File: config.mk
export PLATFORM = sky130hd
export DESIGN_NAME = panel_ctrl
export DESIGN_NICKNAME = d
export VERILOG_FILES = /design/src/rtl/panel_pkg.sv /design/src/rtl/panel_ctrl_beep_timer.sv /design/src/rtl/panel_ctrl.sv
export SDC_FILE = /design/constraint.sdc
export NUM_CORES = 1
export LEC_CHECK = 0
export ABC_CLOCK_PERIOD_IN_PS = 6500
export CORE_MARGIN = 1.5
export CORE_UTILIZATION = 40
export DETAILED_ROUTE_END_ITERATION = 8
export PLACE_DENSITY = 0.59
export SYNTH_ARGS = -nofsm -noshare
export SYNTH_HDL_FRONTEND = slang
export SYNTH_HIERARCHICAL = 1
export SYNTH_SLANG_ARGS = --single-unit
export TNS_END_PERCENT = 50
File: constraint.sdc
create_clock -name clk_50MHz -period 6.5 [get_ports clk_50MHz]
set_clock_uncertainty 0.15 [all_clocks]
set_input_delay 1.625 -clock clk_50MHz [delete_from_list [all_inputs] [get_ports clk_50MHz]]
set_output_delay 1.625 -clock clk_50MHz [all_outputs]
set_load 0.02 [all_outputs]
File: src/rtl/panel_pkg.sv
// Shared types for the front-panel controller: state and event encodings,
// the button bundle, and the fixed-priority press arbiter.
package panel_pkg;

    localparam int unsigned CNT_W = 26;

    typedef enum logic [1:0] {
        ST_IDLE  = 2'd0,
        ST_RUN   = 2'd1,
        ST_DOOR  = 2'd2,
        ST_FAULT = 2'd3
    } state_e;

    typedef enum logic [2:0] {
        EV_NONE   = 3'd0,
        EV_ON     = 3'd1,
        EV_OFF    = 3'd2,
        EV_ERR    = 3'd3,
        EV_OPEN   = 3'd4,
        EV_BUZZER = 3'd5
    } ev_code_e;

    typedef struct packed {
        logic buzzer;
        logic open;
        logic err;
        logic off;
        logic on;
    } btn_t;

    // Simultaneous presses resolve as err > off > open > on > buzzer.
    function automatic ev_code_e arbitrate(input btn_t press);
        ev_code_e win;
        win = EV_NONE;
        if (press.err)         win = EV_ERR;
        else if (press.off)    win = EV_OFF;
        else if (press.open)   win = EV_OPEN;
        else if (press.on)     win = EV_ON;
        else if (press.buzzer) win = EV_BUZZER;
        return win;
    endfunction

endpackage

File: src/rtl/panel_ctrl_beep_timer.sv
// Retriggerable beep timer: a load starts (or restarts) a beep lasting exactly
// BUZZ_CYCLES clocks; the count saturates at zero.
module beep_timer
    import panel_pkg::*;
#(
    parameter int unsigned BUZZ_CYCLES = 25_000_000
) (
    input  logic clk_50MHz,
    input  logic reset,
    input  logic load,
    output logic active
);

    localparam logic [CNT_W-1:0] LOAD_VAL = CNT_W'(BUZZ_CYCLES);

    logic [CNT_W-1:0] cnt_q, cnt_d;
    logic             active_q, active_d;

    always_comb begin
        cnt_d = cnt_q;
        if (load) begin
            cnt_d = LOAD_VAL;
        end else if (cnt_q != '0) begin
            cnt_d = cnt_q - 1'b1;
        end
        active_d = (cnt_d != '0);
    end

    always_ff @(posedge clk_50MHz) begin
        if (reset) begin
            cnt_q    <= '0;
            active_q <= 1'b0;
        end else begin
            cnt_q    <= cnt_d;
            active_q <= active_d;
        end
    end

    assign active = active_q;

endmodule

File: src/rtl/panel_ctrl.sv
// Front-panel controller: press edge detection, fixed-priority arbitration,
// appliance state machine, LED decode and buzzer drive.
module panel_ctrl
    import panel_pkg::*;
#(
    parameter int unsigned BUZZ_CYCLES = 25_000_000
) (
    input  logic       clk_50MHz,
    input  logic       reset,
    input  logic       on_db,
    input  logic       off_db,
    input  logic       err_db,
    input  logic       open_db,
    input  logic       buzzer_db,
    output logic [1:0] state,
    output logic       run_led,
    output logic       door_led,
    output logic       fault_led,
    output logic       buzzer_out,
    output logic       evt_valid,
    output logic [2:0] evt_code
);

    btn_t     lvl, press, prev_q, prev_d;
    ev_code_e win;
    state_e   state_q, state_d;
    ev_code_e evt_code_q, evt_code_d;
    logic     evt_valid_q, evt_valid_d;
    logic     run_led_q, run_led_d;
    logic     door_led_q, door_led_d;
    logic     fault_led_q, fault_led_d;
    logic     beep_load, beep_clr, beep_rst, beep_active;

    always_comb begin
        lvl         = btn_t'({buzzer_db, open_db, err_db, off_db, on_db});
        press       = btn_t'(lvl & ~prev_q);
        win         = arbitrate(press);
        prev_d      = lvl;
        state_d     = state_q;
        beep_load   = 1'b0;
        beep_clr    = 1'b0;
        evt_valid_d = (win != EV_NONE);
        evt_code_d  = evt_valid_d ? win : evt_code_q;

        if (win == EV_ERR) begin
            state_d  = ST_FAULT;
            beep_clr = 1'b1;
        end else begin
            unique case (state_q)
                ST_IDLE: begin
                    if (win == EV_ON)        state_d = ST_RUN;
                    else if (win == EV_OPEN) state_d = ST_DOOR;
                    beep_load = (win == EV_BUZZER);
                end
                ST_RUN: begin
                    if (win == EV_OFF)       state_d = ST_IDLE;
                    else if (win == EV_OPEN) state_d = ST_DOOR;
                    beep_load = (win == EV_BUZZER);
                end
                ST_DOOR: begin
                    if (win == EV_OPEN || win == EV_OFF) state_d = ST_IDLE;
                    // A rejected start while the door is open is announced with a beep.
                    beep_load = (win == EV_BUZZER) || (win == EV_ON);
                end
                ST_FAULT: begin
                    if (win == EV_OFF) state_d = ST_IDLE;
                end
            endcase
        end

        run_led_d   = (state_d == ST_RUN);
        door_led_d  = (state_d == ST_DOOR);
        fault_led_d = (state_d == ST_FAULT);
    end

    always_ff @(posedge clk_50MHz) begin
        if (reset) begin
            prev_q      <= '1;
            state_q     <= ST_IDLE;
            evt_valid_q <= 1'b0;
            evt_code_q  <= EV_NONE;
            run_led_q   <= 1'b0;
            door_led_q  <= 1'b0;
            fault_led_q <= 1'b0;
        end else begin
            prev_q      <= prev_d;
            state_q     <= state_d;
            evt_valid_q <= evt_valid_d;
            evt_code_q  <= evt_code_d;
            run_led_q   <= run_led_d;
            door_led_q  <= door_led_d;
            fault_led_q <= fault_led_d;
        end
    end

    // Entering FAULT wipes any beep in progress; FAULT itself holds the buzzer on.
    assign beep_rst = reset | beep_clr;

    beep_timer #(
        .BUZZ_CYCLES(BUZZ_CYCLES)
    ) u_beep_timer (
        .clk_50MHz(clk_50MHz),
        .reset    (beep_rst),
        .load     (beep_load),
        .active   (beep_active)
    );

    assign state      = state_q;
    assign run_led    = run_led_q;
    assign door_led   = door_led_q;
    assign fault_led  = fault_led_q;
    assign buzzer_out = beep_active | fault_led_q;
    assign evt_valid  = evt_valid_q;
    assign evt_code   = evt_code_q;

endmodule

### Word level (Yosys, flattened, before mapping)

Cells that the tools add are included.

* bitwise gates (word level): 4
* multiplexer cells: 17
* reductions and logical operators: 7
* add/sub/neg operators: 1
* equal/unequal tests: 11

Operators by type and width (number)
* $mux W26: 2
* $reduce_bool A26 Y1: 2
* $sub A26 B1 Y26 const B: 1
* $mux W3: 5
* $mux W2: 6
* $eq A2 B2 Y1 const B: 4
* $pmux W2 S4: 1
* $eq A3 B2 Y1 const B: 2
* $eq A3 B3 Y1 const B: 2
* $and A5 B5 Y5: 1
* $not A5 Y5: 1
* $eq A2 B1 Y1 const B: 2
* $eq A3 B1 Y1 const B: 1
* $reduce_bool A3 Y1: 1
* $logic_not A2 Y1: 1
* $logic_or A1 B1 Y1: 2
* $mux W1: 2
* $or A1 B1 Y1: 2
* $pmux W1 S2: 1
* $reduce_or A2 Y1: 1

* input bits: 7
* output and inout bits: 10
* logic and storage cells: 53
* register bits: 41

### Longest topological paths before layout

* depth in word-level cells: 13
* mapped depth: 10
* gate-level depth less buffers: 9

### Cells and area by module

Netlist, hierarchy kept.

By module, submodules not included
* beep_timer: cells an instance 184, sequential area each 540.5 um^2, area an instance 1505.2 um^2, times used 1
* panel_ctrl: cells an instance 55, sequential area each 280.3 um^2, area an instance 546.8 um^2, times used 1

### Worst setup path after synthesis

Ideal clock, no wire load.

* path kind: input port to flip-flop
* start: input off_db
* end: register u_beep_timer.active_q, in the netlist u_beep_timer/active
* library setup time: 81 ps
* data required time: 6269 ps
* data arrival time: 3585 ps
* path slack: 2685 ps
* stages on the path: 9
* buffers on the path: 1
* cell sequence: nand2b_1 > clkbuf_1 > nand3_1 > a2111oi_1 > clkinv_1 > o211a_1 > nand3_1 > nor4_1 > a41oi_1

* word-level cells in the longest chain between the ends: 9
* elaborated cells on any way between the ends: 13
* classes of those cells: eq/ne (3); mux (6); bitwise (2); reduce/logical (2)

RTL lines
* from (decl): RTL line panel_ctrl.sv:11 `input logic off_db,`
* $and A5 B5 Y5 *: RTL line panel_ctrl.sv:36 `press = btn_t'(lvl & ~prev_q);`
* $mux W3 *: RTL line panel_pkg.sv:36 `else if (press.off) win = EV_OFF;`
* $mux W3 *: RTL line panel_pkg.sv:35 `if (press.err) win = EV_ERR;`
* $eq A3 B3 Y1 or $eq A3 B1 Y1 (tied branches): RTL line panel_ctrl.sv:53, panel_ctrl.sv:58, panel_ctrl.sv:63
* $logic_or A1 B1 Y1: RTL line panel_ctrl.sv:63 `beep_load = (win == EV_BUZZER) || (win == EV_ON);`
* $pmux W1 S2: RTL line panel_ctrl.sv:49 `unique case (state_q)`
* $mux W1 *: RTL line panel_ctrl.sv:45 `if (win == EV_ERR) begin`
* via beep_load: RTL line panel_ctrl.sv:32 `logic beep_load, beep_clr, beep_rst, beep_active;`
* $mux W26 *: RTL line panel_ctrl_beep_timer.sv:21 `if (load) begin`
* $reduce_bool A26 Y1 *: RTL line panel_ctrl_beep_timer.sv:26 `active_d = (cnt_d != '0);`
* to (signal assigned): RTL line panel_ctrl_beep_timer.sv:35 `active_q <= active_d;`
* to (decl): RTL line panel_ctrl_beep_timer.sv:17 `logic active_q, active_d;`

The timed path passes the listed nets; every way through them passes the cells marked *.
A chain may end at the register's enable or synchronous reset.

### Worst setup path in the final report

* start: input on_db
* end: register u_beep_timer.active_q, in the netlist u_beep_timer/active

* word-level cells in the longest chain between the ends: 11
* elaborated cells on any way between the ends: 15
* classes of those cells: eq/ne (3); mux (8); bitwise (2); reduce/logical (2)

RTL lines
* from (decl): RTL line panel_ctrl.sv:10 `input logic on_db,`
* $and A5 B5 Y5 *: RTL line panel_ctrl.sv:36
* $mux W3 *: RTL line panel_pkg.sv:38 `else if (press.on) win = EV_ON;`
* $mux W3 *: RTL line panel_pkg.sv:37 `else if (press.open) win = EV_OPEN;`
* $mux W3 *: RTL line panel_pkg.sv:36
* $mux W3 *: RTL line panel_pkg.sv:35
* $eq A3 B3 Y1 or $eq A3 B1 Y1 (tied branches): RTL line panel_ctrl.sv:53, panel_ctrl.sv:58, panel_ctrl.sv:63
* $logic_or A1 B1 Y1: RTL line panel_ctrl.sv:63
* $pmux W1 S2: RTL line panel_ctrl.sv:49
* $mux W1 *: RTL line panel_ctrl.sv:45
* via beep_load: RTL line panel_ctrl.sv:32
* $mux W26 *: RTL line panel_ctrl_beep_timer.sv:21
* $reduce_bool A26 Y1 *: RTL line panel_ctrl_beep_timer.sv:26

Marked as above.

==> impl_metrics.ini <==
[run_status]
status = complete, no violations

[final_layout]
layout-drive-gt1-share_pct = 8.24
utilization_pct = 48.9
n_antenna_cell = 0
syn_to_final_growth_pct = 14.9
nNetsFinal = 262
fin_area_um2 = 2360

[worst_setup_path]
required_ns = 6.56
worstSetupPathType = primary input to flip-flop
crit_fanout = 10
critPathLaunchType = primary input
worstSetupEndpointType = flip-flop
arrival_ns = 3.88

[global_routing]
overflow = 0
grt_usage_pct = 18.5
grt_pass1_wl_um = 7850
antenna_found_initial = 0
grt_max_degree = 16
grt_pass1_vias = 1671

[floorplan]
initial_core_util_pct = 42.6
die_w_um = 74.6
design.die.area_um2 = 5570
row_count = 25
die_h_um = 74.6
io_pins = 17
core_um2 = 4820

[yosys]
synthXorXnorAreaFrac_pct = 6.83
yosys_warnings = 6
synth_seq_cells = 41
synth_fp_nets = 247
synth_top_family_by_area = simple AND/OR/NAND/NOR gates
synth_mux_area_share_pct = 0
synth_cells = 239
synth.top_cell.area_share_pct = 40.0
synth_edf_count = 0
synth.area.top_cells = dfxtp_1 40%, nor2_1 4.9%, xnor2_1 4.7%
netlist_area_um2 = 2050
synth_top_area_cell = dfxtp_1
syn_avg_cell_area_um2 = 8.59
seq_area_frac_synth_pct = 40.0
yosys.area_share.simple_pct = 34.5
synthArstFlopShare_pct = 0
synth_adder_area_share_pct = 0.610
synthFlopType = dfxtp_1
synth_compound_area_share_pct = 15.5
synth_cell_types = 51

[clocking]
path_clk_slew_ns = 0.08
clk_latency_ns = 0.29
clock-sinks = 41
numCtsBuffers = 5
clock_path_buffers = 2
tritoncts = yes
cts_max_level = 2
cts_hold_buffers = 0
cts_resized = 0
post_cts_buffers = 0
clockRootBuffer = clkbuf_8

[placed_design]
gp_congestion = 0.859
placed_cell_area_um2 = 2270
place_ws_ns = 2.38
dp_hpwl_um = 3280
numPortBuffers = 16

[sta]
fin_ws_ns = 2.68
rsz0062_at_grt = no
max_slew_margin_pct = 50.2
hold_viol_final = 0
tightest_slew_ns = 0.740
finalMaxSlewViolations = 0
fin_crit_ns = 3.82
setup_viol = 0
tns_ns = 0
max_freq_mhz = 261
layout_worst_path_cycle_share_pct = 58.8

[routing]
wire_per_inst_um = 14.0
finalWirelength_um = 4510
num_vias = 1752
avgViaCountPerCell = 5.44
drtAntennaViolNets = 0
drtIter0Drc = 64
dr.pass1.iters = 4
drc = 0

[pwr]
power.total_mw = 1.17
p_per_area_nw_per_um2 = 497
vdd_drop_max_mv = 0.170
p_leak_nw = 0.832

[worst_hold_path]
hold_path.class = flip-flop to flip-flop

[flow_run]
cap_viol_max_count = 0
==> power breakdown <==
group | total (mW) | switching (mW) | internal, mW
combinational | 0.612 | 0.359 | 0.254
clock | 0.166 | 0.0903 | 0.0761
sequential | 0.394 | 0.0790 | 0.315
total | 1.17 | 0.528 | 0.644
==> synthesized netlist by cell type (2+ instances only) <==
master / instances
nor2b_1: 4
o211ai_1: 2
or4_1: 4
dfxtp_1: 41
a41oi_1: 2
clkbuf_1: 7
xnor2_1: 11
nor3_1: 14
o21a_1: 2
xor2_1: 5
nand3b_1: 3
nand2b_1: 7
a211oi_1: 2
nand2_1: 8
nor2_1: 27
a31oi_1: 5
buf_2: 2
nor4b_1: 2
nor4_1: 8
or2_2: 4
nand3_1: 5
o31a_1: 2
nand4_1: 2
a21oi_1: 17
or3_1: 11
or2_1: 5
o21bai_1: 3
inv_1: 3
o21ai_0: 9
==> per-layer routing <==
metal  up-vias  track usage, %  wire length [um]
met4         0            5.25                34
met2        34            28.1              2060
li1        907               -                 -
met5         -               0                 0
met1       807            25.8              2260
met3         4            5.22               160
==> cell type report <==
cell class	count	area, um^2
timing repair buffer	17	168
sequential	41	821
multi-input combinational	185	1180
clock buffer	5	68.8
fill	504	2460
clock inverter	3	21.3
inverter	4	15.0
tap	67	83.8
==> per-stage QoR <==
stage / hold WS [ns] / instances
floorplan: 0.343 / 239
global placement: 0.379 / 314
detailed placement: 0.383 / 314
CTS: 0.397 / 322
global route: 0.421 / 322
finish: 0.394 / 322
==> sequential cells by signal, summed over array words and instances, names as in the netlist, 2 cells and up <==
register            count
prev_q                  5
state                   2
evt_code                3
u_beep_timer/cnt_q     26
==> final timing paths <==
| path | from | endpoint | slack (ns) | cells past startpoint |
|---|---|---|---|---|
| max | on_db | u_beep_timer/active$_SDFF_PP0_ | 2.68 | 10 |
| max reg2reg | u_beep_timer/cnt_q[0]$_SDFF_PP0_ | u_beep_timer/active$_SDFF_PP0_ | 3.34 | 9 |
| min reg2reg | u_beep_timer/cnt_q[4]$_SDFF_PP0_ | u_beep_timer/cnt_q[4]$_SDFF_PP0_ | 0.39 | 2 |
| min | u_beep_timer/cnt_q[4]$_SDFF_PP0_ | u_beep_timer/cnt_q[4]$_SDFF_PP0_ | 0.39 | 2 |
==> cell families after synthesis <==
logic type      Yosys count
xor+xnor                 16
simple gates            118
compound gates           50
buf+inv                  13
flops                    41
fa+ha+maj                 1
==> worst max-delay path, cell delays in order <==
cell             delay, ns
clkdlybuf4s50_1       0.49
nor2b_1               0.29
nor2_1                0.11
a2111oi_1             0.31
buf_4                 0.21
clkinv_1              0.28
o211a_1               0.23
nand3_1               0.08
nor4_1                0.06
a41oi_1               0.20
==> layout by cell type, fill, tap and decap left out, types with 7 or more instances in the layout <==
master           instances
a21oi_1                 17
clkdlybuf4s50_1         16
nor3_1                  14
or3_1                   11
nand2b_1                 7
nand2_1                  8
dfxtp_1                 41
nor2_1                  27
nor4_1                   8
o21ai_0                  9
xnor2_1                 11
No activity file was read; power rests on OpenSTA's default activity.
